===== src/rtl/lcd_char_editor.sv =====
// lcd_char_editor: rotary-encoder driven character editor for a character LCD.
// A cursor walks over NUM_POSITIONS cells (MOVE mode), or the character under
// the cursor is stepped through CHAR_MIN..CHAR_MAX with wrap (EDIT mode).
// The display is blanked after reset and on clear_req.
//
// Optional build macro: LCD_EDITOR_AUTO_ADVANCE_EN
//   defined   -> down in EDIT returns to MOVE and advances the cursor by one
//   undefined -> down only toggles the mode
//
// state | meaning
// ------+--------------------------------------------------------------
// CLEAR | write BLANK_CHAR to every cell, one cell per cycle
// IDLE  | waiting for an input event; lcd_location follows the cursor
// READ  | holding lcd_location for RD_LATENCY cycles to fetch the cell
// WRITE | single write strobe with the stepped character
module lcd_char_editor #(
    parameter int         NUM_POSITIONS = 32,
    parameter int         LOC_W         = 5,
    parameter logic [7:0] CHAR_MIN      = 8'h20,
    parameter logic [7:0] CHAR_MAX      = 8'h7E,
    parameter logic [7:0] BLANK_CHAR    = 8'h20,
    parameter int         RD_LATENCY    = 1
) (
    input  logic             clk,
    input  logic             rst,
    input  logic             right,
    input  logic             left,
    input  logic             down,
    input  logic             clear_req,
    input  logic [7:0]       lcd_rd_data,
    output logic             lcd_we,
    output logic [LOC_W-1:0] lcd_location,
    output logic [7:0]       lcd_data,
    output logic [LOC_W-1:0] cursor,
    output logic             edit_mode,
    output logic             busy
);

    typedef enum logic [1:0] {CLEAR, IDLE, READ, WRITE} stateType;

    localparam logic [LOC_W-1:0] LAST_POS = LOC_W'(NUM_POSITIONS - 1);
    // The clear index runs one past the last cell so the final write is
    // still shown while busy is high.
    localparam logic [LOC_W:0]   CLR_END  = (LOC_W+1)'(NUM_POSITIONS);
    localparam logic [1:0]       RD_LOAD  = 2'(RD_LATENCY - 1);

    stateType         state, stateNext;
    logic [LOC_W:0]   clrIdx, clrIdxNext;
    logic [1:0]       rdCnt, rdCntNext;
    logic             dirInc, dirIncNext;
    logic [LOC_W-1:0] cursorNext, cursorUp, cursorDown;
    logic             editMode, editModeNext;
    logic             weNext;
    logic [LOC_W-1:0] locNext;
    logic [7:0]       dataNext;
    logic             ackRight, ackLeft, ackDown, ackClear;
    logic             takeRight, takeLeft, takeDown, takeClear;

    function automatic logic [7:0] incChar(input logic [7:0] r);
        if (r >= CHAR_MAX || r < CHAR_MIN) return CHAR_MIN;
        return r + 8'd1;
    endfunction

    function automatic logic [7:0] decChar(input logic [7:0] r);
        if (r <= CHAR_MIN || r > CHAR_MAX) return CHAR_MAX;
        return r - 8'd1;
    endfunction

    assign cursorUp   = (cursor == LAST_POS) ? '0 : cursor + LOC_W'(1);
    assign cursorDown = (cursor == '0) ? LAST_POS : cursor - LOC_W'(1);

    assign edit_mode = editMode;
    assign busy      = (state != IDLE);

    // State, datapath and registered LCD outputs; reset aborts any access.
    always_ff @(posedge clk or posedge rst) begin
        if (rst) begin
            state        <= CLEAR;
            clrIdx       <= '0;
            rdCnt        <= '0;
            dirInc       <= 1'b0;
            cursor       <= '0;
            editMode     <= 1'b0;
            lcd_we       <= 1'b0;
            lcd_location <= '0;
            lcd_data     <= '0;
        end else begin
            state        <= stateNext;
            clrIdx       <= clrIdxNext;
            rdCnt        <= rdCntNext;
            dirInc       <= dirIncNext;
            cursor       <= cursorNext;
            editMode     <= editModeNext;
            lcd_we       <= weNext;
            lcd_location <= locNext;
            lcd_data     <= dataNext;
        end
    end

    // Ack flags: set only by the event actually taken, released when the level drops.
    always_ff @(posedge clk or posedge rst) begin
        if (rst) begin
            ackRight <= 1'b0;
            ackLeft  <= 1'b0;
            ackDown  <= 1'b0;
            ackClear <= 1'b0;
        end else begin
            ackRight <= right & (ackRight | takeRight);
            ackLeft  <= left & (ackLeft | takeLeft);
            ackDown  <= down & (ackDown | takeDown);
            ackClear <= clear_req & (ackClear | takeClear);
        end
    end

    // Next-state, event arbitration and next LCD port values.
    always_comb begin
        stateNext    = state;
        clrIdxNext   = clrIdx;
        rdCntNext    = rdCnt;
        dirIncNext   = dirInc;
        cursorNext   = cursor;
        editModeNext = editMode;
        weNext       = 1'b0;
        locNext      = lcd_location;
        dataNext     = lcd_data;
        takeRight    = 1'b0;
        takeLeft     = 1'b0;
        takeDown     = 1'b0;
        takeClear    = 1'b0;

        case (state)
            CLEAR: begin
                if (clrIdx == CLR_END) begin
                    stateNext    = IDLE;
                    cursorNext   = '0;
                    editModeNext = 1'b0;
                    locNext      = '0;
                end else begin
                    weNext     = 1'b1;
                    locNext    = clrIdx[LOC_W-1:0];
                    dataNext   = BLANK_CHAR;
                    clrIdxNext = clrIdx + (LOC_W+1)'(1);
                end
            end
            IDLE: begin
                locNext = cursor;
                if (clear_req && !ackClear) begin
                    takeClear  = 1'b1;
                    stateNext  = CLEAR;
                    clrIdxNext = '0;
                end else if (right && !ackRight) begin
                    takeRight = 1'b1;
                    if (editMode) begin
                        dirIncNext = 1'b1;
                        rdCntNext  = RD_LOAD;
                        stateNext  = READ;
                    end else begin
                        cursorNext = cursorUp;
                        locNext    = cursorUp;
                    end
                end else if (left && !ackLeft) begin
                    takeLeft = 1'b1;
                    if (editMode) begin
                        dirIncNext = 1'b0;
                        rdCntNext  = RD_LOAD;
                        stateNext  = READ;
                    end else begin
                        cursorNext = cursorDown;
                        locNext    = cursorDown;
                    end
                end else if (down && !ackDown) begin
                    takeDown     = 1'b1;
                    editModeNext = !editMode;
`ifdef LCD_EDITOR_AUTO_ADVANCE_EN
                    if (editMode) begin
                        cursorNext = cursorUp;
                        locNext    = cursorUp;
                    end
`endif
                end
            end
            READ: begin
                if (rdCnt == '0) begin
                    stateNext = WRITE;
                    weNext    = 1'b1;
                    dataNext  = dirInc ? incChar(lcd_rd_data) : decChar(lcd_rd_data);
                end else begin
                    rdCntNext = rdCnt - 2'd1;
                end
            end
            WRITE: begin
                stateNext = IDLE;
                locNext   = cursor;
            end
            default: stateNext = CLEAR;
        endcase
    end

endmodule


===== config.mk =====
export PLATFORM = sky130hd
export DESIGN_NAME = lcd_char_editor
export DESIGN_NICKNAME = d
export VERILOG_FILES = /design/src/rtl/lcd_char_editor.sv
export SDC_FILE = /design/constraint.sdc
export NUM_CORES = 1
export LEC_CHECK = 0
export ABC_AREA = 0
export CAP_MARGIN = 20
export CORE_AREA = 4 4 91 93
export DETAILED_ROUTE_END_ITERATION = 8
export DIE_AREA = 0 0 95 97
export GPL_ROUTABILITY_DRIVEN = 0
export PLACE_DENSITY_LB_ADDON = 0.3
export SETUP_SLACK_MARGIN = 0.1
export SLEW_MARGIN = 5
export SYNTH_ARGS = -nofsm -noshare
export SYNTH_HDL_FRONTEND = slang
export SYNTH_SLANG_ARGS = --single-unit
export TNS_END_PERCENT = 1

===== constraint.sdc =====
create_clock -name clk -period 2.6 [get_ports clk]
set_input_delay 0.52 -clock clk [delete_from_list [all_inputs] [get_ports clk]]
set_output_delay 0.52 -clock clk [all_outputs]
set_load 0.01 [all_outputs]

# ---- Word level (Yosys, flattened, before mapping)
# Index checks and enable logic that the tools add are counted.
dict set report word_totals {
  out_inout_bits 21
  reg_bits 35
  input_bits 14
  word_cells 145
}
dict set report classes {
  n_eq_ne 19
  n_reduce_logical 26
  muxes 68
  addsub 6
  bitwise_logic 9
  n_lt_le_gt_ge 4
}
# cell n
set ops {}
lappend ops {{$mux W8} 7}
lappend ops {{$mux W5} 9}
lappend ops {{$mux W1} 31}
lappend ops {{$mux W2} 11}
lappend ops {{$ne A2 B2 Y1 const B} 11}
lappend ops {{$pmux W8 S2} 1}
lappend ops {{$pmux W5 S3} 1}
lappend ops {{$mux W6} 2}
lappend ops {{$pmux W6 S2} 1}
lappend ops {{$pmux W5 S2} 1}
lappend ops {{$reduce_and A3 Y1} 3}
lappend ops {{$add A8 B1 Y8 const B} 1}
lappend ops {{$ge A8 B7 Y1 const B} 1}
lappend ops {{$gt A8 B7 Y1 const B} 1}
lappend ops {{$le A8 B6 Y1 const B} 1}
lappend ops {{$lt A8 B6 Y1 const B} 1}
lappend ops {{$pmux W2 S4} 1}
lappend ops {{$reduce_bool A2 Y1} 4}
lappend ops {{$sub A8 B1 Y8 const B} 1}
lappend ops {{$add A6 B1 Y6 const B} 1}
lappend ops {{$eq A6 B6 Y1 const B} 1}
lappend ops {{$reduce_and A6 Y1} 1}
lappend ops {{$add A5 B1 Y5 const B} 1}
lappend ops {{$eq A5 B5 Y1 const B} 1}
lappend ops {{21 further kinds} 38}

# ---- Longest topological paths before layout
dict set report depth {
  word_depth 9
  mapped_depth 8
  mapped_depth_nobuf 8
}

# ---- Least setup slack after synthesis
# OpenSTA, ideal clock, no wires.
dict set report synth_path {
  kind {in2reg}
  from {input lcd_rd_data[3]}
  to {register lcd_data[3]}
  path_stages 6
  t_arrival_ns 1.775
  required_ns 2.479
  path_slack_ns 0.704
  path_buffers 1
  setup_time_ns 0.121
  path_cell_list {buf_2 -> and4_4 -> and3_4 -> a2111oi_4 -> a22oi_1 -> a22o_1}
}
dict set report synth_via {
  elab_chain_len 9
  word_cells_on_any_way 19
  classes_between {2 x add/sub; 4 x order compare; 11 x mux; 2 x reduce/logical}
}
# item line
set synth_rtl {}
lappend synth_rtl {{start, declared} 30} ;# input logic [7:0] lcd_rd_data,
lappend synth_rtl {{$le A8 B6 Y1, or another cell as far along} 65} ;# if (r <= CHAR_MIN || r > CHAR_MAX) return CHAR_MAX;
lappend synth_rtl {{$logic_or A1 B1 Y1 (on tied branches)} {65, 60}}
lappend synth_rtl {{$mux W1 (on tied branches)} {65, 60}}
lappend synth_rtl {{$mux W1} 183} ;# if (rdCnt == '0) begin
lappend synth_rtl {{$mux W1} 131} ;# case (state)
lappend synth_rtl {{$mux W8 (on tied branches)} {66, 61}}
lappend synth_rtl {{$mux W8 (*)} 186} ;# dataNext = dirInc ? incChar(lcd_rd_data) : decChar(lcd_rd_data);
lappend synth_rtl {{$mux W8 (*)} 183}
lappend synth_rtl {{$pmux W8 S2 (*)} 131}
lappend synth_rtl {{end signal, assigned} 96} ;# lcd_data <= dataNext;
lappend synth_rtl {{end, declared} 33} ;# output logic [7:0] lcd_data,
# Every way passes the cells marked *; elsewhere a longest branch is shown, timed or not. The select of a mux whose other input is x is not followed.
# A chain may end at the register's enable or synchronous reset.

# ---- Worst setup path after layout
dict set report layout_path {
  from {register state[1]}
  to {output busy}
}
dict set report layout_via {
  elab_chain_len 1
}
# item line
set layout_rtl {}
lappend layout_rtl {{start, declared} 47} ;# stateType state, stateNext;
lappend layout_rtl {{start signal, assigned} 88} ;# state <= stateNext;
lappend layout_rtl {{$ne A2 B1 Y1} 73} ;# assign busy = (state != IDLE);
lappend layout_rtl {{end, declared} 36} ;# output logic busy
# Every way passes these cells.

==> flow_summary.json <==
{
  "hold_end": "ackClear$_DFF_PP0_",
  "cts_tree": "built",
  "hp-start": "ackClear$_DFF_PP0_",
  "clk_pin_slew_ps": 70,
  "num_antenna_cells": 0,
  "grt_most_used_layer": "met2",
  "setup_viol": 0,
  "num_vias": 2090,
  "boundaryPins": 35,
  "drive_above_1_share_pct": 9.80,
  "synth_top_area_cell": "dfrtp_1",
  "r2r-end": "lcd_location[2]$_DFFE_PP0P_",
  "syn_nets": 293,
  "critPathKind": "reg -> out",
  "syn_area_sq_um": 2410,
  "synthTopCellsByArea": "dfrtp_1 (36%), ha_1 (7.8%), o21ai_0 (3.9%)",
  "start_util_pct": 32.0,
  "min_period_over_period_pct": 84.5,
  "yosysSeqAreaShare_pct": 36.3,
  "drv_slew": 0,
  "reg2regPathDepth": 7,
  "slew_headroom_pct": 58.6,
  "synth.avg_cell_area_sq_um": 9.13,
  "grt_max_degree": 36,
  "post-dp-hpwl_mm": 4.41,
  "finalHoldViolCount": 0,
  "end_kind": "output port",
  "synthDistinctLibCells": 54,
  "status": "finished, final reports clean",
  "grt-ovfl-total": 0,
  "antenna_found_initial": 0,
  "final.setup.tns_ps": 0,
  "startpoint_type": "register",
  "pre_cts_slack_ps": 194,
  "clock.fmax_mhz": 455,
  "synth_ff_type": "dfrtp_1",
  "max_slew.worst_pin.slew_ps": 619,
  "cts_resized": 0,
  "post_cts_buffers": 0,
  "synth_enable_flop_cells": 0,
  "clock_path_buffers": 2,
  "synthCells": 264,
  "crit_path_max_fanout": 5,
  "cts.sinks": 35,
  "cts_hold_buf": 0,
  "r2r_slack_ps": 550,
  "wl_per_cell_um": 14.2,
  "rsz0062_at_grt": "no",
  "grt_use_met1_pct": 19.2,
  "fin_ws_ps": 403,
  "r2r_start": "cursor[0]$_DFFE_PP0P_",
  "async_flop_share_pct": 100,
  "power.density_nw_per_um2": 952,
  "drt_iter0_drc": 195,
  "finalClockSkew_ps": 7.83,
  "cts_made_buffers": 5,
  "max_cap_viol_count": 0,
  "rows": 32,
  "yosys-top-cells-count": "dfrtp_1 (35), o21ai_0 (19), inv_1 (18)",
  "wirelength_mm": 5.79,
  "use_met2_pct": 20.7,
  "synth_warnings": 0,
  "grt_pass1_vias": 2068,
  "peakVddDrop_mv": 0.257,
  "synth_seq_cells": 35,
  "grt.met3_usage_pct": 2.26,
  "fp.coreArea_sq_um": 7530,
  "crit_required_ps": 2080,
  "htreeDepth": 2,
  "grt_pass1_wl_mm": 10.1,
  "crit_arrival_ps": 1680,
  "min_period_ps": 2200,
  "p_leak_nw": 1.26,
  "cts_root_buffer": "clkbuf_8",
  "final_net_count": 335,
  "viasPerCell": 5.12,
  "first_pass_iters": 4,
  "hold_depth": 1,
  "portBuffers": 34,
  "die_w_um": 95,
  "yosysMostFrequentCell": "dfrtp_1",
  "ant_nets": 0,
  "fp.dieArea_sq_um": 9220,
  "fp.dieH_um": 97,
  "hp-class": "reg -> reg",
  "insertion_delay_ps": 290,
  "syn2layout_area_growth_pct": 25.2,
  "drc": 0,
  "synth_top_area_share_pct": 36.3,
  "fillers": 793,
  "grt_usage_pct": 13.4
}
## cell usage in the layout (no fill, tap or decap), types with 7 or more instances in the layout
master | synthesis | layout
nand2b_1 | 7 | 7
buf_4 | 0 | 11
clkdlybuf4s50_1 | 0 | 34
a22o_1 | 10 | 10
nor2_1 | 15 | 15
xnor2_1 | 7 | 7
a21oi_1 | 17 | 17
nand2_1 | 17 | 17
o21ai_0 | 19 | 19
dfrtp_1 | 35 | 35
inv_1 | 18 | 18
nand3_1 | 12 | 12
nor2b_1 | 8 | 8
ha_1 | 15 | 15
## flip-flops by register name (all words and copies together) (netlist names)
name          count
rdCnt             2
state             2
lcd_data          8
ackRight          1
ackClear          1
edit_mode         1
lcd_we            1
clrIdx            6
ackLeft           1
ackDown           1
dirInc            1
cursor            5
lcd_location      5
## logic make-up (layout without fill, tap and decap cells)
family | Yosys count | in the layout | share of synthesized area (%)
compound gates | 83 | 83 | 24.5
xor+xnor | 12 | 12 | 4.36
fa+ha+maj | 15 | 15 | 7.78
buf+inv | 28 | 70 | 4.72
flops | 35 | 35 | 36.3
mux | 4 | 4 | 1.66
simple gates | 87 | 87 | 20.6
## critical path, cell delays in order, from the launching register on
cell and delay [ps]:
dfrtp_1 390, inv_1 100, ha_1 240, inv_1 110, clkdlybuf4s50_1 540
## power by group
group	total (mW)	leakage (nW)	switching, mW	internal [mW]
combinational	1.49	0.752	0.790	0.699
sequential	0.907	0.459	0.190	0.718
clock	0.477	0.0513	0.196	0.281
## worst max path at each step
stage                                    endpoint            startpoint  cells after the start
after floorplan           lcd_data[3]$_DFFE_PP0P_        lcd_rd_data[3]                      6
after global placement    lcd_data[4]$_DFFE_PP0P_        lcd_rd_data[0]                      8
after detailed placement  lcd_data[3]$_DFFE_PP0P_        lcd_rd_data[0]                      8
after CTS                                    busy  state[1]$_DFFE_PP0P_                      4
after global routing                         busy  state[1]$_DFFE_PP0P_                      4
final                                        busy  state[1]$_DFFE_PP0P_                      4
## through the flow
step                cells  hold slack (ps)  area (sq um)  utilization, %  power, mW
floorplan             264              457          2410               -       1.86
global placement      401              467          2920            38.7       2.39
detailed placement    401              479          2920            38.7       2.41
CTS                   408              495          3020            40.1       2.89
global route          408              520          3020            40.1       3.12
finish                408              491          3020            40.1       2.87
## final cells by class
cell class | instances | area, sq um | area share (%)
clock inverter | 1 | 30.0 | 0.995
tap | 102 | 128 | 4.23
timing repair buffer | 45 | 423 | 14.0
clock buffer | 6 | 72.6 | 2.40
inverter | 18 | 67.6 | 2.24
sequential | 35 | 876 | 29.0
multi-input combinational | 201 | 1420 | 47.1
## routing by layer
layer  share of wire, %  vias to the layer above
met5                  0                        -
met4               0.83                        0
met3                3.9                        5
met2                 47                       46
met1                 48                      993
li1                   -                     1046
No activity file was read; power rests on OpenSTA's default activity.
==> RTL edit 1: new RTL, same settings <==
Register the output `lcd_data` once more, cleared by the reset; this adds one clock of latency there. The other outputs are not delayed to match.
--- a/src/rtl/lcd_char_editor.sv
+++ b/src/rtl/lcd_char_editor.sv
@@ -46,2 +46,4 @@
 
+    logic [7:0] lcd_data_s0;
+
     stateType         state, stateNext;
@@ -85,3 +87,3 @@
             lcd_location <= '0;
-            lcd_data     <= '0;
+            lcd_data_s0  <= '0;
         end else begin
@@ -95,3 +97,3 @@
             lcd_location <= locNext;
-            lcd_data     <= dataNext;
+            lcd_data_s0  <= dataNext;
         end
@@ -124,3 +126,3 @@
         locNext      = lcd_location;
-        dataNext     = lcd_data;
+        dataNext     = lcd_data_s0;
         takeRight    = 1'b0;
@@ -198,2 +200,10 @@
 
+    always_ff @(posedge clk or posedge rst) begin
+        if (rst) begin
+            lcd_data <= '0;
+        end else begin
+            lcd_data <= lcd_data_s0;
+        end
+    end
+
 endmodule
Check against the original RTL: not equivalent (Yosys sat finds a counterexample within 4 cycles, from zero or initial values and one cycle with rst high).
==> RTL edit 1 against the unedited design <==
Worst hold slack lost 110 ps; sequential cell count grew 8; final area is 8.3% higher; total power up 15%; worst setup slack got worse by 160 ps; routed wire length is 3.0% higher; critical path type unchanged; clock power rose by 28%; core utilization increased by 3.3 points; combinational power grew 4%; critical path depth is the same; cell count grew 1.7%; area after synthesis is 10% higher.
==> RTL edit 1: results <==
layout:
  top_regs: "lcd_data (8), lcd_data_s0 (8), clrIdx (6)"
  drive_above_1_share_pct: 9.90
  final_nets: 341
  num-fill-cells: 749
  fin_cells: 415
clock_network:
  htreeDepth: 2
  hold_buffers: 0
  numCtsBuffers: 5
timing:
  finClkSkew_ps: 5.45
  slew-limit-headroom_pct: 52.5
worst_setup_path:
  crit_fanout: 8
  crit_path_top_delay_cell: "clkdlybuf4s50_1"
  cp.arrival_ps: 1830
  max_stage_delay_ps: 500
routing:
  drtPass1Iterations: 5
  routedWlPerCell_um: 14.4
  vias: 2179
  drt_iter0_drc: 108
grt:
  grt_pass1_vias: 2143
  grtUsageTotal_pct: 13.7
  grt_start_max_net_pins: 44
power_and_ir_drop:
  peakVddDrop_v: 0.000269
  leakage_uw: 0.00140
logic_synthesis:
  ys_types: 59
  avgSynthCellArea_um2: 9.65
  synthesis.nets: 305
  synthTopCellsByArea: "dfrtp_1, ha_1, a21oi_1, mux2_2, inv_1"
  yosys-top-cells-count: "dfrtp_1, inv_1, a21oi_1"
  ys_warn_count: 0
  ys_seq_area_share_pct: 40.4
placed_design:
  pre_cts_slack_ps: 231
  place_inst: 407
  postPlaceCellArea_um2: 3130
  hpwl_um: 4500
  io_buffers: 34
outcome:
  status: "complete, no violations"
==> RTL edit 1: kinds of logic after synthesis <==
logic type      synth area share (%)
xor+xnor                        4.28
simple gates                    18.0
compound gates                  20.4
mux                             3.71
flops                           40.4
buf+inv                         6.20
fa+ha+maj                       7.05
==> RTL edit 1: metal layers <==
| metal | GRT usage (%) | vias to the layer above | routed length, µm |
|---|---|---|---|
| li1 | - | 1076 | - |
| met1 | 18.0 | 1049 | 2690 |
| met2 | 23.0 | 50 | 2970 |
| met3 | 2.33 | 4 | 252 |
| met4 | 3.33 | 0 | 48 |
| met5 | 0 | - | 0 |
==> RTL edit 1: final timing paths <==
path / startpoint / end / slack (ps) / depth (start not counted)
max: state[1] / busy / 250 / 4
min: lcd_data_s0[7] / lcd_data[7] / 380 / 0
max reg2reg: cursor[0] / cursor[3] / 380 / 8
min reg2reg: lcd_data_s0[7] / lcd_data[7] / 380 / 0
max in group asynchronous: rst / state[1] / 1570 / 3
min in group asynchronous: rst / clrIdx[0] / 670 / 3
==> RTL edit 1: final cells by class <==
class | count | area (µm²) | share of cell area [%]
Multi-Input combinational cell | 195 | 1420 | 43.5
Timing Repair Buffer | 46 | 430 | 13.2
Tap cell | 102 | 128 | 3.91
Clock buffer | 6 | 72.6 | 2.22
Clock inverter | 2 | 60.1 | 1.84
Inverter | 21 | 78.8 | 2.41
Sequential cell | 43 | 1080 | 32.9
==> RTL edit 1: power by group <==
part	switching, µW	total (µW)	internal (µW)
registers	253	1130	876
logic	783	1550	766
clock network	228	612	384
==> RTL edit 1: worst max-delay path, delay by kind of cell (launching register included) <==
family	cells	cell delay [ps]
adder cells (fa/ha/maj)	1	350
buffers and inverters	3	770
flip-flops	1	420
==> RTL edit 2: new RTL, same settings <==
Without the edit above. Set the parameter `CHAR_MAX` to 8'h3F (it was 8'h7E).
--- a/src/rtl/lcd_char_editor.sv
+++ b/src/rtl/lcd_char_editor.sv
@@ -19,3 +19,3 @@
     parameter logic [7:0] CHAR_MIN      = 8'h20,
-    parameter logic [7:0] CHAR_MAX      = 8'h7E,
+    parameter logic [7:0] CHAR_MAX      = 8'h3F,
     parameter logic [7:0] BLANK_CHAR    = 8'h20,
Formal check against the unedited RTL: no difference found for any inputs over 10 cycles, from zero or initial values and one cycle with rst high; that may be too few to reach the edited logic, so the function may still have changed.
==> RTL edit 2 against the unedited design <==
Routed wire length fell by 5.8%; clock power fell by 17%; maximum frequency fell by 0.92%; sequential cell count did not move; combinational power fell by 9%; final area fell by 6.1%; area after synthesis fell by 6.1%; total power fell by 7.5%; register-to-register slack got worse by 70 ps; worst setup slack got worse by 21 ps.
==> RTL edit 2: results <==
outcome:
  status: "complete, no violations"
grt:
  met2_usage_pct: 18.9
  use_met3_pct: 3.11
  grtUsageTotal_pct: 12.6
  grt_pass1_wl_um: 9400
  grtUsageMet1_pct: 17.8
logic_synthesis:
  synth_compound_area_share_pct: 23.2
  avgSynthCellArea_um2: 8.88
  synthesis.nets: 284
  yosys-top-cells-count: "dfrtp_1, a21oi_1, nor2_1"
  ys_seq_area_share_pct: 38.7
  ys_types: 52
  synthAdderAreaFrac_pct: 8.29
  synthMuxAreaShare_pct: 0.939
  synthTopCellsByArea: "dfrtp_1, ha_1, a21oi_1, o21ai_0, nor2_1"
worst_setup_path:
  crit_fanout: 4
  reg2reg_setup_slack_ps: 480
  worstReg2RegEnd: "cursor[2]"
  cp.arrival_ps: 1700
placed_design:
  pre_cts_slack_ps: 253
  postPlaceCellArea_um2: 2750
  place_inst: 387
  hpwl_um: 4060
layout:
  fin_cells: 395
  drive_above_1_share_pct: 7.51
  final_nets: 321
power_and_ir_drop:
  peakVddDrop_v: 0.000366
  leakage_uw: 0.00118
clock_network:
  htreeDepth: 2
  cts_resized: 0
routing:
  wl_met1_um: 2660
  wirelength_um: 5450
  wl_met3_um: 240
  routed-wl-met2_um: 2510
  drt_iter0_drc: 98
  viasPerCell: 5.00
timing:
  finClkSkew_ps: 2.31
  fin_ws_ps: 382
  worst_pin_slew_ps: 564
hold_path:
  hold_path_startpoint: "rdCnt[0]"
  whs_endpoint: "rdCnt[0]"
## RTL edit 2: changes by cell type after synthesis, sizes merged, moves of 3 or more
cell	before	now
nand3	12	7
a22o	10	5
nor2	15	19
nor4	0	6
xor2	5	2
a32oi	0	3
clkbuf	6	12
a21oi	17	20
mux2i	4	1
## RTL edit 2: where the power goes
group | internal (µW) | total, µW | switching [µW] | leakage [µW]
clock network | 186 | 396 | 210 | 0.0000402
logic | 628 | 1360 | 734 | 0.000678
registers | 705 | 898 | 193 | 0.000458
total | 1520 | 2660 | 1140 | 0.00118
## RTL edit 2: worst max-delay path: stages (launching register included)
cell             delay, ps
dfrtp_1                400
inv_1                  110
ha_1                   210
inv_1                  140
clkdlybuf4s50_1        560
## RTL edit 2: cell type report
class,instances,area (µm²)
clock buffers,5,68.8
repair buffers,44,415
well taps,102,128
multi-input cells,188,1260
inverters,18,67.6
fillers,812,4690
clock inverters,3,20.0
flip-flops and latches,35,876
